$ cat src/rtl/cpu7_ifu.sv
// cpu7_ifu -- instruction-fetch unit for the cpu7 pipeline.
//
// Generates sequential fetch addresses and prefetches instructions into a
// DEPTH-entry FIFO. Decode takes entries through a valid/ready handshake.
// A redirect (mret, exception flush or taken branch) empties the FIFO,
// discards stale responses and restarts fetching at the new target.
// While an interrupt is pending, the head instruction is shown as NOP_INSTR.
//
// Ports:
//   clk, reset                  clock, asynchronous active-high reset
//   imem_req_o/imem_addr        fetch request and its 4-byte aligned address
//   imem_rvalid/imem_rdata      response, exactly one cycle after the request
//   mret/mret_pc                redirect to mepc (highest priority)
//   excp_flush/excp_flush_pc    redirect to the trap vector
//   br_taken/br_target          redirect to the EX-stage branch/jump target
//   irq_pending                 forces ifu_instr to NOP_INSTR
//   dec_ready                   decode accepts the head entry
//   ifu_valid/ifu_instr/ifu_pc  head entry presented to decode
//   ifu_fetch_pc                current fetch PC, used for mepc capture
module cpu7_ifu #(
  parameter int              XLEN      = 32,
  parameter int              DEPTH     = 4,
  parameter logic [XLEN-1:0] RESET_PC  = '0,
  parameter logic [XLEN-1:0] NOP_INSTR = 32'h0000_0013
) (
  input  logic            clk,
  input  logic            reset,
  output logic            imem_req,
  output logic [XLEN-1:0] imem_addr,
  input  logic            imem_rvalid,
  input  logic [XLEN-1:0] imem_rdata,
  input  logic            mret,
  input  logic [XLEN-1:0] mret_pc,
  input  logic            excp_flush,
  input  logic [XLEN-1:0] excp_flush_pc,
  input  logic            br_taken,
  input  logic [XLEN-1:0] br_target,
  input  logic            irq_pending,
  input  logic            dec_ready,
  output logic            ifu_valid,
  output logic [XLEN-1:0] ifu_instr,
  output logic [XLEN-1:0] ifu_pc,
  output logic [XLEN-1:0] ifu_fetch_pc
);

  localparam int PW = $clog2(DEPTH);
  localparam logic [PW+1:0] DEPTH_L = (PW+2)'(DEPTH);

  logic [XLEN-1:0] fetch_pc_q, fetch_pc_d;
  logic [PW:0]     rd_ptr_q, rd_ptr_d;
  logic [PW:0]     wr_ptr_q, wr_ptr_d;
  logic            inflight_q, inflight_d;
  logic [XLEN-1:0] inflight_pc_q, inflight_pc_d;
  logic            kill_q, kill_d;

  logic [XLEN-1:0] pc_mem_q    [DEPTH];
  logic [XLEN-1:0] instr_mem_q [DEPTH];

  logic            redirect;
  logic [XLEN-1:0] target;
  logic [PW:0]     count;
  logic [PW+1:0]   occupancy;
  logic            issue;
  logic            push;
  logic            pop;
  logic            head_valid;

  always_comb begin
    redirect   = mret | excp_flush | br_taken;
    target     = mret ? mret_pc : (excp_flush ? excp_flush_pc : br_target);
    count      = wr_ptr_q - rd_ptr_q;
    head_valid = (count != '0);
    // An outstanding request counts as occupied so its response always has a slot.
    occupancy  = {1'b0, count} + (PW+2)'(inflight_q);
    issue      = !redirect && (occupancy < DEPTH_L);
    push       = imem_rvalid && inflight_q && !kill_q && !redirect;
    pop        = head_valid && dec_ready && !redirect;
  end

  always_comb begin
    fetch_pc_d    = fetch_pc_q;
    inflight_d    = inflight_q;
    inflight_pc_d = inflight_pc_q;
    kill_d        = kill_q;
    wr_ptr_d      = wr_ptr_q + (PW+1)'(push);
    rd_ptr_d      = rd_ptr_q + (PW+1)'(pop);

    if (issue) begin
      inflight_d    = 1'b1;
      inflight_pc_d = fetch_pc_q;
      fetch_pc_d    = fetch_pc_q + XLEN'(4);
    end else if (imem_rvalid) begin
      inflight_d = 1'b0;
    end

    if (imem_rvalid) begin
      kill_d = 1'b0;
    end

    if (redirect) begin
      rd_ptr_d   = wr_ptr_q;
      fetch_pc_d = {target[XLEN-1:2], 2'b00};
      // A response returning in the redirect cycle is already dropped because
      // the redirect blocks the push, so only a response still to come is killed.
      kill_d     = inflight_q && !imem_rvalid;
    end
  end

  always_ff @(posedge clk or posedge reset) begin
    if (reset) begin
      fetch_pc_q    <= RESET_PC;
      rd_ptr_q      <= '0;
      wr_ptr_q      <= '0;
      inflight_q    <= 1'b0;
      inflight_pc_q <= '0;
      kill_q        <= 1'b0;
    end else begin
      fetch_pc_q    <= fetch_pc_d;
      rd_ptr_q      <= rd_ptr_d;
      wr_ptr_q      <= wr_ptr_d;
      inflight_q    <= inflight_d;
      inflight_pc_q <= inflight_pc_d;
      kill_q        <= kill_d;
    end
  end

  // FIFO storage needs no reset: the pointers decide which entries are live.
  always_ff @(posedge clk) begin
    if (push) begin
      pc_mem_q[wr_ptr_q[PW-1:0]]    <= inflight_pc_q;
      instr_mem_q[wr_ptr_q[PW-1:0]] <= imem_rdata;
    end
  end

  always_comb begin
    imem_req     = issue && !reset;
    imem_addr    = fetch_pc_q;
    ifu_fetch_pc = fetch_pc_q;
    ifu_valid    = head_valid;
    ifu_pc       = head_valid ? pc_mem_q[rd_ptr_q[PW-1:0]] : '0;
    if (irq_pending) begin
      ifu_instr = NOP_INSTR;
    end else begin
      ifu_instr = head_valid ? instr_mem_q[rd_ptr_q[PW-1:0]] : '0;
    end
  end

endmodule

$ cat config.mk
export PLATFORM = sky130hd
export DESIGN_NAME = cpu7_ifu
export DESIGN_NICKNAME = d
export VERILOG_FILES = /design/src/rtl/cpu7_ifu.sv
export SDC_FILE = /design/constraint.sdc
export NUM_CORES = 1
export LEC_CHECK = 0
export ABC_CLOCK_PERIOD_IN_PS = 2700
export BUFFER_PORTS_ARGS = -buffer_cell sky130_fd_sc_hd__buf_2
export CELL_PAD_IN_SITES_DETAIL_PLACEMENT = 0
export CELL_PAD_IN_SITES_GLOBAL_PLACEMENT = 1
export CORE_MARGIN = 5
export CORE_UTILIZATION = 25
export DETAILED_ROUTE_END_ITERATION = 10
export GPL_TIMING_DRIVEN = 0
export PLACE_DENSITY = 0.59
export SLEW_MARGIN = 0
export SYNTH_ARGS = -nofsm -noshare
export SYNTH_HDL_FRONTEND = slang
export SYNTH_SLANG_ARGS = --single-unit
$ cat constraint.sdc
create_clock -name clk -period 2.7 [get_ports clk]
set_input_delay 0.135 -clock clk [delete_from_list [all_inputs] [get_ports clk]]
set_output_delay 0.135 -clock clk [all_outputs]
set_load 0.005 [all_outputs]
### Yosys cells after proc, flatten, opt, wreduce, memory -nomap -nowiden

Memory sizes are Yosys's and may differ from the RTL's.
Cells that the tools add are included.

| cells by class | value |
|---|---|
| bitwise logic cells | 2 |
| add/sub/neg operators | 5 |
| mux-type cells | 13 |
| $lt $le $gt $ge | 1 |
| reduce and logical (&&, ||, !) cells | 16 |

Operators by type and width:

| cell | number |
|---|---|
| 32-bit 2-to-1 mux | 7 |
| 32-bit by 3-bit adder with 32-bit output (second input constant) | 1 |
| 1-bit logical AND | 8 |
| 3-bit by 1-bit adder with 3-bit output | 2 |
| 2-bit nonzero test | 3 |
| 1-bit 2-to-1 mux | 5 |
| 3-bit by 1-bit adder with 4-bit output | 1 |
| 1-bit logical NOT | 4 |
| 4-bit by 3-bit < comparator with 1-bit output (second input constant) | 1 |
| 3-bit 2-to-1 mux | 1 |
| 3-bit nonzero test | 1 |
| 3-bit subtractor | 1 |
| 1-bit OR | 2 |

| word-level totals | value |
|---|---|
| output and inout bits | 130 |
| bits in writable memories | 256 |
| register bits after elaboration | 72 |
| memories | 2 |
| logic and storage cells | 45 |
| input bits | 136 |

Memory list:

| memory | words | bits a word | rd ports | clocked after memory_dff | write ports | RTL line | source |
|---|---|---|---|---|---|---|---|
| instr_mem_q | 4 | 32 | 1 | 0 | 1 | 57 | `logic [XLEN-1:0] instr_mem_q [DEPTH];` |
| pc_mem_q | 4 | 32 | 1 | 0 | 1 | 56 | `logic [XLEN-1:0] pc_mem_q [DEPTH];` |

### Longest topological paths before layout

| depth | value |
|---|---|
| depth after elaboration | 6 |
| mapped depth | 10 |
| depth with buffers taken out | 10 |

### Worst setup path after synthesis

OpenSTA, ideal clock, no wires.

| path | value |
|---|---|
| path type | input to register |
| start | input mret |
| end | memory instr_mem_q[0][0], enable pin |
| data required time | 2273 ps |
| stages | 5 |
| slack | -358 ps |
| data arrival time | 2631 ps |
| path buffers | 2 |
| setup time | 427 ps |
| cells stage by stage | clkbuf_1 > or3_1 > clkbuf_1 > nor3_1 > and3_1 |

| between the ends | value |
|---|---|
| word-level cells in the longest chain between the ends | 6 |

Ends and longest elaborated chain:

| item | RTL line | source |
|---|---|---|
| start, declared | 32 | `input logic mret,` |
| 1-bit OR (2 in series) | 69 | `redirect = mret \| excp_flush \| br_taken;` |
| 1-bit logical NOT | 76 | `push = imem_rvalid && inflight_q && !kill_q && !redirect;` |
| 1-bit logical AND | 76 |  |
| 1-bit 2-to-1 mux | 129 | `if (push) begin` |
| 1-bit 2-to-1 mux (not written as such) | 131 | `instr_mem_q[wr_ptr_q[PW-1:0]] <= imem_rdata;` |
| end, declared | 57 |  |

Every way passes these cells.

### Worst setup path in the final report

| path | value |
|---|---|
| start | register rd_ptr_q[0] |
| end | output ifu_instr[7] |

| between the ends | value |
|---|---|
| word-level cells in the longest chain between the ends | 4 |
| elaborated cells between the ends (all ways) | 5 |
| those cells by class | add/sub (1); mux (2); reduce/logical (1); memory (1) |

Ends and longest elaborated chain:

| item | RTL line | source |
|---|---|---|
| start, declared | 50 | `logic [PW:0] rd_ptr_q, rd_ptr_d;` |
| start signal, assigned | 119 | `rd_ptr_q <= rd_ptr_d;` |
| 3-bit subtractor | 71 | `count = wr_ptr_q - rd_ptr_q;` |
| 3-bit nonzero test | 72 | `head_valid = (count != '0);` |
| 32-bit 2-to-1 mux (*) | 144 | `ifu_instr = head_valid ? instr_mem_q[rd_ptr_q[PW-1:0]] : '0;` |
| 32-bit 2-to-1 mux (*) | 141 | `if (irq_pending) begin` |
| end, declared | 41 | `output logic [XLEN-1:0] ifu_instr,` |

Mark *: on every way between the ends. The rest lies on a longest branch, timed or not.

==> run summary <==
Cell internal power was estimated by the tool at 11.0 mW. Entering global routing, the biggest net connects 53 pins. After synthesis, the largest area contributor takes up 54.7% of total cell area. Along the worst path, the maximum fanout reaches 9. Last weighted congestion value of the routability-driven placer: 0.848. After synthesis the cells add up to 13600 µm². The number of different library cells used by synthesis comes to 59. The power per unit of standard cell area was 880 nW/µm²; the number of maximum-capacitance constraint violations was 0. The average cell area after synthesis was 14.8 µm²; the share of async-settable or async-resettable flops after synthesis was 21.5%. Number of antenna violations at the first check in global routing: 1. In this run the most critical hold path is launched from br_target[23].

Measured along the x axis, the die boundary spans 243 µm. The endpoint required time on the critical path is 2.57 ns, and the pin slew with the least headroom to its limit is 1.40 ns. The instance count after placement with tap cells included is 1877.

For the number of DRC violations after detailed-routing iteration 0, the log shows 487. The logs give -0.0265 ns for the minimum setup slack in the final design and 0 for the overall overflow remaining after global route. For this run, design rule violations remaining after detail routing come to 0. The first global-routing pass estimated 59.9 mm of wire. The relative contribution of the clock network to total power came out at 28.4%. On the final layout, the worst clock skew is 0.0338 ns. Compared with the post-synthesis result, the final layout area differs by 33.2%.

For the summed area of non-filler cells in the final layout, the log shows 18100 µm². The logs give 316 for the number of clock sinks and 25.3% for the starting density of the core. After clock tree synthesis, the clock-pin slew on the worst setup and hold paths is 0.06 ns. The layout has 5352 filler cells.

The area of the multi-input gates was 4050 µm². Before antenna repair, the detailed router went through 5 iterations. The startpoint of the lowest-slack register-to-register path is rd_ptr_q[0]$_DFF_PP0_.

CTS built an H-tree with a depth of 2. Sorting the synthesized cells by area gives the leading types as edfxtp_1, dfrtp_1, mux4_2. The tools report the clock tree buffer depth as 3.

The worst hold path terminates at ifu_fetch_pc[23]$_DFFE_PP0P_. Counting every instance in the synthesized netlist gives 919. The tools report the number of global-route vias before repair as 9699. The core region is 53900 µm².

The tools report the switching power as 4.95 mW. The ratio of final minimum period to clock period was 101%; the die height was 243 µm. The flow ran to the end, but the final reports show violations. STA classifies the critical path startpoint as a flop. The clock reaches the later pin of the worst-skew pair after 0.54 ns. Number of buffers added on ports: 252.

Overall power consumption after layout is estimated at 16.0 mW. Hold timing on the final database bottoms out at a slack of 0.0388 ns. The category of the critical setup timing path is flop to output pin. The worst hold path belongs to the class input pin to flop. The number of warnings reported in the yosys synthesis log is 0, and the combined global-route utilization of all metal layers is 13.1%. The per-cell via count in the routed design is 4.38. The placed instances occupy a cell area of 15900 µm².

Final count of hold timing violations: 0. The number of antenna-violating nets in the routed design came out at 0. The final route contains 8925 vias. STA classifies the critical path endpoint as an output pin.

TritonCTS built the clock tree. Summed over all nets, the half-perimeter wirelength after detailed placement is 27.7 mm. Count of endpoints failing setup in the final report: 6.

Total detailed-routing wirelength: 39.2 mm. The number of clock buffers added by TritonCTS is 36. 266 I/O pins were placed.

Counting cells, the worst reg-to-reg path comes to 11. The count of flip-flops with a built-in enable after synthesis came out at 248. The static leakage power is 6.99 nW, and the worst hold path cell count is 5.

Counting flops and latches in the post-synthesis netlist gives 316. Of all cell types, the one taking the most synthesized area is edfxtp_1. The arrival time of the worst setup path is 2.59 ns, and the peak supply drop is 0.336 mV.

The final reports fail on setup timing. The worst register-to-register path has a setup slack of 0.11 ns. Setup repair after global routing could not meet its margin everywhere. The clock root buffer is clkbuf_16.

The endpoint identified for the worst register-to-register timing path is rd_ptr_q[2]$_DFF_PP0_. Combinational logic burns 32.1% of the power. The worst max-slew margin expressed relative to the limit was 6.14%; the maximum achievable frequency was 0.367 GHz. Summing the sequential cell areas from Yosys gives 67.2% of the chip area. Registers take 9150 µm². The layout cell share with drive strength beyond 1 is 36.2%.

The floorplan has 85 rows. Counting I/O delays and the setup requirement, the final critical path takes 2.73 ns. Of the total power, the share spent switching nets is 31.0%. The total count of max-transition violations in the final report was 0. After detailed routing, the average wire length per cell comes to 19.3 µm. In the synthesized netlist the dominant register cell turns out to be edfxtp_1. The logs give 2036 for the non-filler instance count after layout and 1456 for the net count of the finished layout.

In this run, flip-flops and latches consume 39.4% of the power. The die covers 59300 µm².
[critical path, cell delays in order, from the launching register on]
cell and delay, ns:
dfrtp_1 0.40, ha_2 0.20, fa_2 0.34, xnor3_2 0.26, nand3_4 0.14, nand2b_4 0.12, clkbuf_16 0.15, buf_12 0.13
and2b_1 0.18, buf_2 0.12
[synthesized netlist by cell type (9+ instances only)]
cell type and number:
o221ai_1 11, inv_1 13, dfrtp_1 68, nor2b_1 23, nand4_1 16, and2_1 37
o21ai_0 17, nor3_1 9, mux4_2 62, xor2_1 12, clkbuf_1 29, nor2_1 20
nand3b_1 12, nand3_1 10, a2bb2oi_1 9, a21oi_1 55, buf_2 17, nand2_1 139
buf_4 36, edfxtp_1 248
[worst max-delay path by stage]
stage / start / to / slack (ns) / cells after the start
after floorplan: mret / instr_mem_q[1][0]$_DFFE_PP_ / 0.32 / 5
after global placement: mret / instr_mem_q[1][6]$_DFFE_PP_ / -0.67 / 5
after global routing: rd_ptr_q[0]$_DFF_PP0_ / ifu_instr[23] / -0.14 / 9
final: rd_ptr_q[0]$_DFF_PP0_ / ifu_instr[7] / -0.03 / 9
after detailed placement: wr_ptr_q[0]$_DFF_PP0_ / ifu_instr[23] / -0.67 / 10
after CTS: rd_ptr_q[0]$_DFF_PP0_ / ifu_instr[23] / -0.1 / 9
[routing by layer]
metal | part of all wire (%) | wire length (µm) | global-route usage (%)
met5 | 0 | 0 | 0
met4 | 2.2 | 860 | 3.50
met3 | 5.3 | 2080 | 3.08
met2 | 48 | 18800 | 22.4
met1 | 44 | 17400 | 16.8
[sequential cells by signal, indices dropped and copies added (netlist names)]
register,cells
rd_ptr_q,3
wr_ptr_q,3
inflight_pc_q,30
inflight_q,1
instr_mem_q,128
kill_q,1
pc_mem_q,120
ifu_fetch_pc,30
[cell type report]
| class | count | area share (%) |
|---|---|---|
| diodes | 1 | 0.0138 |
| plain buffers | 86 | 3.26 |
| clock buffers | 43 | 5.17 |
| clock inverters | 21 | 0.890 |
| inverters | 13 | 0.283 |
| multi-input cells | 508 | 22.3 |
| flip-flops and latches | 316 | 50.4 |
| well taps | 696 | 4.80 |
| repair buffers | 352 | 12.8 |
[power by group through the flow]
| stage | clock network (mW) | logic (mW) | registers [mW] |
|---|---|---|---|
| floorplan | 0 | 2.50 | 6.20 |
| global placement | 0 | 4.43 | 6.36 |
| detailed placement | 0 | 4.49 | 6.41 |
| CTS | 4.70 | 5.10 | 6.30 |
| global route | 4.91 | 5.66 | 6.36 |
| finish | 4.54 | 5.13 | 6.29 |
[timing repair]
| action | 4_1_cts | 5_1_grt |
|---|---|---|
| resized for setup | 44 | 22 |
| hold buffers | 76 | 0 |
| setup endpoints to repair | 64 | 66 |
| pin swaps | 2 | 0 |
| hold endpoints to repair | 226 | 0 |
| cloned | 1 | 1 |
| buffers inserted | 10 | 7 |
[metrics by stage]
| stage | setup WS [ns] | util [%] | setup TNS, ns |
|---|---|---|---|
| after detailed placement | -0.669 | 29.6 | -6.88 |
| final | -0.0265 | 33.6 | -0.0779 |
| after global placement | -0.668 | 29.3 | -182.45 |
| after CTS | -0.0964 | 33.4 | -2.08 |
| after global routing | -0.144 | 33.6 | -3.33 |
| after floorplan | 0.323 | - | 0 |
[logic make-up after synthesis]
logic type      after synthesis  synth area share, %
simple gates                301                 11.4
buf+inv                     100                 3.90
mux                          64                 10.4
xor+xnor                     19                 1.33
fa+ha+maj                     7                0.698
compound gates              111                 5.09
other cells                   1               0.0275
flops                       316                 67.2
[cells in the final DEF, fill, tap and decap left out, types with 11 or more instances in the layout]
| cell | n |
|---|---|
| a21oi_1 | 55 |
| and2_1 | 33 |
| buf_2 | 260 |
| buf_4 | 57 |
| clkbuf_1 | 22 |
| clkbuf_16 | 38 |
| dfrtp_1 | 68 |
| dlygate4sd3_1 | 76 |
| edfxtp_1 | 248 |
| inv_1 | 11 |
| mux4_2 | 62 |
| nand2_1 | 139 |
| nand3b_1 | 12 |
| nand4_1 | 16 |
| nor2_1 | 20 |
| nor2b_1 | 17 |
| o21ai_0 | 17 |
| o221ai_1 | 11 |
| xor2_1 | 12 |
Note: power is estimated with default switching activity, not from simulation.
